File: src/rtl/riscv_store_monitor.sv
// Passive store-bus monitor: buffers core stores in a FIFO drained over
// valid/ready and runs a RUN/PASS/FAIL self-check on the store stream.
module riscv_store_monitor #(
    parameter int unsigned DEPTH       = 8,
    parameter logic [31:0] PASS_ADR    = 32'd100,
    parameter logic [31:0] PASS_DATA   = 32'd25,
    parameter logic [31:0] SCRATCH_ADR = 32'd96
) (
    input  logic                     clk,
    input  logic                     reset,
    input  logic                     MemWrite,
    input  logic [31:0]              DataAdr,
    input  logic [31:0]              WriteData,
    output logic                     out_valid,
    input  logic                     out_ready,
    output logic [31:0]              out_adr,
    output logic [31:0]              out_data,
    output logic [$clog2(DEPTH):0]   count,
    output logic                     overflow,
    output logic                     done,
    output logic                     pass
);

    localparam int unsigned AW = $clog2(DEPTH);
    localparam int unsigned PW = AW + 1;

    typedef enum logic [1:0] {
        ST_RUN  = 2'd0,
        ST_PASS = 2'd1,
        ST_FAIL = 2'd2
    } state_e;

    state_e          state_q, state_d;
    logic [PW-1:0]   wr_ptr_q, wr_ptr_d;
    logic [PW-1:0]   rd_ptr_q, rd_ptr_d;
    logic            overflow_q, overflow_d;
    logic [31:0]     mem_adr_q  [DEPTH];
    logic [31:0]     mem_data_q [DEPTH];

    logic            store_ev_c;
    logic            empty_c;
    logic            full_c;
    logic            pop_c;
    logic            push_c;

    // FIFO occupancy and handshake decode; X on MemWrite is treated as idle
    always_comb begin
        store_ev_c = (MemWrite === 1'b1) && (state_q == ST_RUN);
        empty_c    = (wr_ptr_q == rd_ptr_q);
        full_c     = (wr_ptr_q[AW] != rd_ptr_q[AW]) &&
                     (wr_ptr_q[AW-1:0] == rd_ptr_q[AW-1:0]);
        pop_c      = !empty_c && out_ready;
        push_c     = store_ev_c && (!full_c || pop_c);
    end

    // Next pointer and sticky overflow computation
    always_comb begin
        wr_ptr_d   = wr_ptr_q;
        rd_ptr_d   = rd_ptr_q;
        overflow_d = overflow_q;
        if (push_c) begin
            wr_ptr_d = wr_ptr_q + PW'(1);
        end
        if (pop_c) begin
            rd_ptr_d = rd_ptr_q + PW'(1);
        end
        if (store_ev_c && full_c && !pop_c) begin
            overflow_d = 1'b1;
        end
    end

    // Checker next-state: decided by each store seen while running
    always_comb begin
        state_d = state_q;
        if (store_ev_c) begin
            if (DataAdr == PASS_ADR && WriteData == PASS_DATA) begin
                state_d = ST_PASS;
            end else if (DataAdr != SCRATCH_ADR) begin
                state_d = ST_FAIL;
            end
        end
    end

    // Control registers with asynchronous active-low reset
    always_ff @(posedge clk or negedge reset) begin
        if (!reset) begin
            state_q    <= ST_RUN;
            wr_ptr_q   <= '0;
            rd_ptr_q   <= '0;
            overflow_q <= 1'b0;
        end else begin
            state_q    <= state_d;
            wr_ptr_q   <= wr_ptr_d;
            rd_ptr_q   <= rd_ptr_d;
            overflow_q <= overflow_d;
        end
    end

    // Entry storage; not reset, contents are only meaningful when valid
    always_ff @(posedge clk) begin
        if (push_c) begin
            mem_adr_q[wr_ptr_q[AW-1:0]]  <= DataAdr;
            mem_data_q[wr_ptr_q[AW-1:0]] <= WriteData;
        end
    end

    // Outputs decoded purely from registered state
    always_comb begin
        out_valid = (wr_ptr_q != rd_ptr_q);
        out_adr   = mem_adr_q[rd_ptr_q[AW-1:0]];
        out_data  = mem_data_q[rd_ptr_q[AW-1:0]];
        count     = wr_ptr_q - rd_ptr_q;
        overflow  = overflow_q;
        done      = (state_q != ST_RUN);
        pass      = (state_q == ST_PASS);
    end

endmodule

File: config.mk
export PLATFORM = sky130hd
export DESIGN_NAME = riscv_store_monitor
export DESIGN_NICKNAME = d
export VERILOG_FILES = /design/src/rtl/riscv_store_monitor.sv
export SDC_FILE = /design/constraint.sdc
export NUM_CORES = 1
export LEC_CHECK = 0
export ABC_AREA = 0
export CAP_MARGIN = 25
export CORE_MARGIN = 8
export CORE_UTILIZATION = 47
export CTS_CLUSTER_SIZE = 40
export DETAILED_ROUTE_END_ITERATION = 8
export GPL_TIMING_DRIVEN = 0
export PLACE_DENSITY = 0.68
export SLEW_MARGIN = 20
export SYNTH_ARGS = -nofsm -noshare
export SYNTH_HDL_FRONTEND = slang
export SYNTH_SLANG_ARGS = --single-unit
File: constraint.sdc
create_clock -name clk -period 13.8 [get_ports clk]
set_input_delay 2.76 -clock clk [delete_from_list [all_inputs] [get_ports clk]]
set_output_delay 2.76 -clock clk [all_outputs]
set_load 0.005 [all_outputs]
==> results.tsv, run 1 <==
metric	value	unit
status	finished, final reports clean	
Post-Route WL	43.8	mm
EDFF count, synth	512	
vias	9857	
Pins Over Slew Limit	0	
syn_nets	1045	
Clk Latency, worst-skew pair	0.59	ns
CTS Buffer Depth	3	
Die H	223	um
WHS Path Cells	1	
Tot GR Track Use	0.178	
NumNets Final	1275	
CTS resizes	0	
core box area	0.0420	mm^2
area grow syn2layout	21.4	%
Vias/cell	5.54	
worst-margin pin slew	0.786	ns
largest net degree at the start of global routing	43	
starting density of the core	0.477	
relative slew slack	0.473	
Crit. End Element	output port	
Multi-input gate area	0.00417	mm^2
Placer Congestion	0.713	
Die X	223	um
# fillers	3175	
num ports	140	
Setup Total Neg Slack	0	ns
htree depth	2	
Pleak	8.07	nW
min-delay src	overflow	
Worst setup SP type	flip-flop	
Worst Skew	0.0129	ns
worst path arrival time	3.52	ns
total grt overflow	0	
minimum clock period	6.28	ns
Worst VDD drop	0.000126	V
fin crit share	0.455	
Antenna Cells	0	
final setup fails	0	
die area	0.0496	mm^2
Seq cells post-synth	523	
Endpoint, Worst Hold	overflow	
final cell count without fillers	1779	
DRT antenna net count	0	
CTS Hold Bufs	0	
reg2reg start	rd_ptr_q[1]	
synthesized area per cell	20.7	um^2
post-DP HPWL	28.5	mm
drc violations	0	
R2R setup slack	9.58	ns
reg2reg path depth	13	
Sequential cell area	0.0157	mm^2
drt initial violations	851	
synth unique cells	34	
total setup buffers inserted after CTS	0	
CTS Root Cell	clkbuf_16	
Synth Instances	971	
drt first pass iters	5	
register area share after synthesis	0.780	
CP Data Required Time	11.04	ns
CTS Buf Count	53	
top_reg_cell synth	edfxtp_1	
TritonCTS clock tree	yes	
critical path peak fanout	10	
row count	75	
clock transition at the registers of the reported paths	0.06	ns
RSZ-0062 raised after global routing	no	
IO Port Bufs	139	
initial antenna violation count	2	
max cap viols	0	
Final Hold Viols	0	
drt wl/cell	24.6	um
vias in the first global route	10672	
Mapped Area	0.0201	mm^2
pwr/cell area	184	mW/mm^2
worst min-delay path class	flip-flop to flip-flop	
share of layout cells above drive strength 1	0.216	
placed cells	1685	
FF-to-FF End	mem_data_q[1][8]	
Post-synth ARST share	0.0210	
highest clock rate	0.159	GHz
YS warnings	0	
# clock sinks	523	
WS Path Type	flip-flop to output port	
first-pass GRT wire length	66.5	mm
[cell usage in the layout (no fill, tap or decap), types with 2 or more instances in the layout]
cell,netlist,routed
a21o_1,2,2
buf_1,3,3
buf_12,0,8
buf_16,0,8
buf_2,13,13
buf_4,0,15
buf_6,11,15
bufinv_16,0,3
clkbuf_1,17,27
clkbuf_16,0,55
clkdlybuf4s50_1,0,139
clkinv_1,0,14
clkinv_2,0,9
dfrtp_1,11,11
edfxtp_1,512,512
ha_1,5,5
inv_1,9,8
inv_6,0,2
mux4_2,128,128
nand2_1,201,201
nand2b_1,2,2
nand3_1,3,3
nand4_1,5,5
nor2_1,7,2
nor2_4,0,5
nor3_1,5,3
nor3_2,0,2
nor4_1,10,10
nor4b_1,2,2
nor4bb_1,2,2
or3_1,2,2
xnor2_1,8,8
[where the power goes]
part / leakage [nW] / switching [W] / total, W / internal [W]
clock: 0.798 / 0.000574 / 0.00135 / 0.000779
sequential: 4.73 / 0.00000777 / 0.00176 / 0.00175
combinational: 2.54 / 0.000644 / 0.00136 / 0.000719
total: 8.07 / 0.00123 / 0.00447 / 0.00325
[worst max-delay path by stage]
stage	startpoint	endpoint
5_1_grt	rd_ptr_q[1]	count[3]
4_1_cts	rd_ptr_q[1]	count[3]
3_3_place_gp	MemWrite	mem_data_q[0][8]
3_5_place_dp	MemWrite	mem_data_q[1][8]
6_report	rd_ptr_q[1]	count[3]
2_1_floorplan	MemWrite	mem_adr_q[0][0]
[logic make-up after synthesis]
| kind of cell | Yosys count | synth area share |
|---|---|---|
| adder cells (fa/ha/maj) | 6 | 0.00412 |
| buffers and inverters | 53 | 0.0148 |
| flip-flops | 523 | 0.780 |
| multiplexers | 129 | 0.144 |
| AND/OR/NAND/NOR | 244 | 0.0504 |
| AO/OA/AOI/OAI | 8 | 0.00299 |
| XOR/XNOR | 8 | 0.00349 |
[state kept, by name (all words and copies together), names as in the netlist]
signal / flops
mem_adr_q: 256
overflow: 1
rd_ptr_q: 4
wr_ptr_q: 4
mem_data_q: 256
state_q: 2
[stage by stage]
step,setup slack [ns],area [um^2],util,power (W),hold WS (ns)
6_report,7.52,24400,0.579,0.00447,0.465
5_1_grt,7.35,24400,0.579,0.00469,0.486
4_1_cts,7.44,24400,0.579,0.00454,0.473
3_5_place_dp,7.68,22700,0.541,0.00319,0.459
3_3_place_gp,0.578,22100,0.526,0.00318,0.444
2_1_floorplan,5.48,20100,-,0.00257,0.451
[layout make-up]
class	count	share of cell area
inverter	9	0.00149
multi-input combinational	395	0.171
timing repair buffer	175	0.0798
tap	539	0.0277
sequential	523	0.642
clock inverter	29	0.00873
clock buffer	65	0.0580
buffer	44	0.0108
[per-layer routing]
| layer | routed length (um) | GRT usage | vias to the layer above |
|---|---|---|---|
| met1 | 18000 | 0.227 | 5149 |
| met4 | 794 | 0.0465 | 4 |
| li1 | - | - | 4368 |
| met2 | 22500 | 0.307 | 267 |
| met3 | 2500 | 0.0395 | 69 |
| met5 | 27 | 0 | - |
[worst max-delay path: stages (launching register included)]
cell and delay (ns):
dfrtp_1 0.43, clkbuf_1 0.36, buf_2 0.39, buf_2 0.37, inv_1 0.08, ha_1 0.32, a21o_1 0.16, a21oi_1 0.16
xnor2_1 0.14, clkdlybuf4s50_1 0.52
[Yosys cell counts (2+ instances only)]
master    instances  area, um^2
edfxtp_1        512       15400
nand2_1         201         754
mux4_2          128        2880
clkbuf_1         17        63.8
buf_2            13        65.1
buf_6            11         124
dfrtp_1          11         275
nor4_1           10        62.6
inv_1             9        33.8
xnor2_1           8        70.1
nor2_1            7        26.3
ha_1              5        62.6
nand4_1           5        31.3
nor3_1            5        25.0
buf_1             3        11.3
nand3_1           3        15.0
a21o_1            2        15.0
nand2b_1          2        12.5
nor4b_1           2        17.5
nor4bb_1          2        20.0
or3_1             2        12.5
Power figures use the tool's default switching activity.
==> run 2: changes to the inputs <==
--- a/config.mk
+++ b/config.mk
@@ -12,7 +12,7 @@
 export CTS_CLUSTER_SIZE = 40
 export DETAILED_ROUTE_END_ITERATION = 8
 export GPL_TIMING_DRIVEN = 0
-export PLACE_DENSITY = 0.68
+export PLACE_DENSITY = 0.71
 export SLEW_MARGIN = 20
 export SYNTH_ARGS = -nofsm -noshare
 export SYNTH_HDL_FRONTEND = slang
==> constraint.sdc (replaced) <==
create_clock -name clk -period 5.69 [get_ports clk]
set_input_delay 1.138 -clock clk [delete_from_list [all_inputs] [get_ports clk]]
set_output_delay 1.138 -clock clk [all_outputs]
set_load 0.005 [all_outputs]
==> results.tsv, run 2 (synthesis gave the netlist of run 1 again) <==
metric	value	unit	change
final setup fails	0		unchanged
CTS resizes	0		unchanged
core box area	0.0420	mm^2	unchanged
row count	75		unchanged
R2R setup slack	1.59	ns	-7.99 ns
worst min-delay path class	flip-flop to flip-flop		
Multi-input gate area	0.00418	mm^2	+0.30%
Clk network pwr share	0.286		-0.016
drt first pass iters	5		unchanged
Pins Over Slew Limit	0		unchanged
num ports	140		unchanged
fin crit share	0.800		
highest clock rate	0.220	GHz	
post-DP HPWL	28.5	mm	+0.12%
vias in the first global route	10659		-0.12%
Design Power	0.0106	W	+140%
total setup buffers inserted after CTS	0		unchanged
NumNets Final	1265		-0.78%
htree depth	2		unchanged
Die H	223	um	unchanged
Clk Latency, worst-skew pair	0.57	ns	-0.02 ns
Worst Skew	0.0148	ns	+0.00190 ns
Tot GR Track Use	0.177		-0.000769
Min Hold Slack	0.471	ns	+0.00624 ns
critical path peak fanout	10		unchanged
CTS Buffer Depth	3		unchanged
Final Hold Viols	0		unchanged
CP endpoint	count[3]		
Switch Pwr	0.00292	W	+140%
Worst setup SP type	flip-flop		
starting density of the core	0.477		unchanged
Pleak	7.97	nW	-1.3%
Worst VDD drop	0.000248	V	+96%
commonest non-fill, non-tap cell in the layout	edfxtp_1		
# clock sinks	523		unchanged
internal power	0.00768	W	+140%
drt initial violations	866		+1.8%
pwr/cell area	437	mW/mm^2	+140%
WS Path Type	flip-flop to output port		
total grt overflow	0		unchanged
RSZ-0062 raised after global routing	no		
Crit. End Element	output port		
CTS Buf Count	51		-3.8%
TritonCTS clock tree	yes		
Vias/cell	5.56		+0.41%
worst path arrival time	3.42	ns	-0.10 ns
Die X	223	um	unchanged
sequential power share	0.402		+0.009
switching portion of total power	0.275		+0.00128
Logic pwr share	0.311		+0.006
worst-margin pin slew	0.800	ns	+0.0137 ns
largest net degree at the start of global routing	38		-12%
relative slew slack	0.465		-0.00802
FF-to-FF End	mem_data_q[0][3]		
Sequential cell area	0.0157	mm^2	unchanged
drt wl/cell	24.7	um	+0.26%
max cap viols	0		unchanged
first-pass GRT wire length	66.3	mm	-0.44%
CTS Hold Bufs	0		unchanged
Post-Route WL	43.7	mm	-0.30%
IO Port Bufs	139		unchanged
clock transition at the registers of the reported paths	0.07	ns	about the same
Worst setup startpoint	rd_ptr_q[1]		
area grow syn2layout	20.8	%	
vias	9842		-0.15%
minimum clock period	4.55	ns	
reg2reg start	rd_ptr_q[1]		
initial antenna violation count	4		+2
most frequent cells in the layout	edfxtp_1 (512), nand2_1 (201), clkdlybuf4s50_1 (139)		
die area	0.0496	mm^2	unchanged
CTS Root Cell	clkbuf_16		
reg2reg path depth	12		-1
DRT antenna net count	0		unchanged
status	finished, final reports clean		
drc violations	0		unchanged
share of layout cells above drive strength 1	0.207		-0.00929
Placer Congestion	0.712		-0.25%
# fillers	3128		-1.5%
CP Data Required Time	4.55	ns	-6.49 ns
-- run 2: per-stage QoR --
| step | utilization | instances | cell area (um^2) | worst slack (ns) | setup TNS [ns] |
|---|---|---|---|---|---|
| CTS | 0.576 | 1767 | 24200 | 1.03 | 0 |
| floorplan | - | 971 | 20100 | 0.708 | 0 |
| global placement | 0.527 | 1649 | 22100 | -3.06 | -1156.08 |
| global route | 0.577 | 1768 | 24200 | 0.903 | 0 |
| finish | 0.577 | 1769 | 24200 | 1.14 | 0 |
| detailed placement | 0.541 | 1677 | 22800 | 1.31 | 0 |
-- run 2: worst max-delay path, cell delays in order, from the launching register on --
cell,delay [ns]
dfrtp_1,0.43
clkbuf_1,0.32
buf_2,0.35
buf_2,0.33
inv_1,0.08
ha_1,0.31
a21o_1,0.16
a21oi_1,0.19
xnor2_1,0.14
clkdlybuf4s50_1,0.52
-- run 2: layer usage --
metal,vias up,track usage,part of all wire
met3,67,0.0360,0.063
met1,5097,0.226,0.40
met4,4,0.0484,0.019
met5,-,0,0.00062
met2,322,0.307,0.52
li1,4352,-,-
-- run 2: area by class of cell --
class,instances,share of cell area
flip-flops and latches,523,0.646
clock inverters,25,0.00454
multi-input cells,395,0.172
diodes,2,0.000206
clock buffers,65,0.0566
well taps,539,0.0278
inverters,9,0.00150
plain buffers,44,0.0109
repair buffers,167,0.0805
-- run 2: power by group through the flow --
stage	combinational [W]	clock, W	sequential [W]
floorplan	0.00190	0	0.00434
global placement	0.00337	0	0.00434
detailed placement	0.00339	0	0.00434
CTS	0.00341	0.00309	0.00426
global route	0.00360	0.00324	0.00426
finish	0.00330	0.00303	0.00426
-- run 2: worst min path at each step --
stage / from / depth (start not counted) / endpoint / slack, ns
floorplan: overflow / 1 / overflow / 0.45
CTS: overflow / 1 / overflow / 0.47
detailed placement: overflow / 1 / overflow / 0.46
finish: overflow / 1 / overflow / 0.47
global placement: overflow / 1 / overflow / 0.44
global route: overflow / 1 / overflow / 0.51
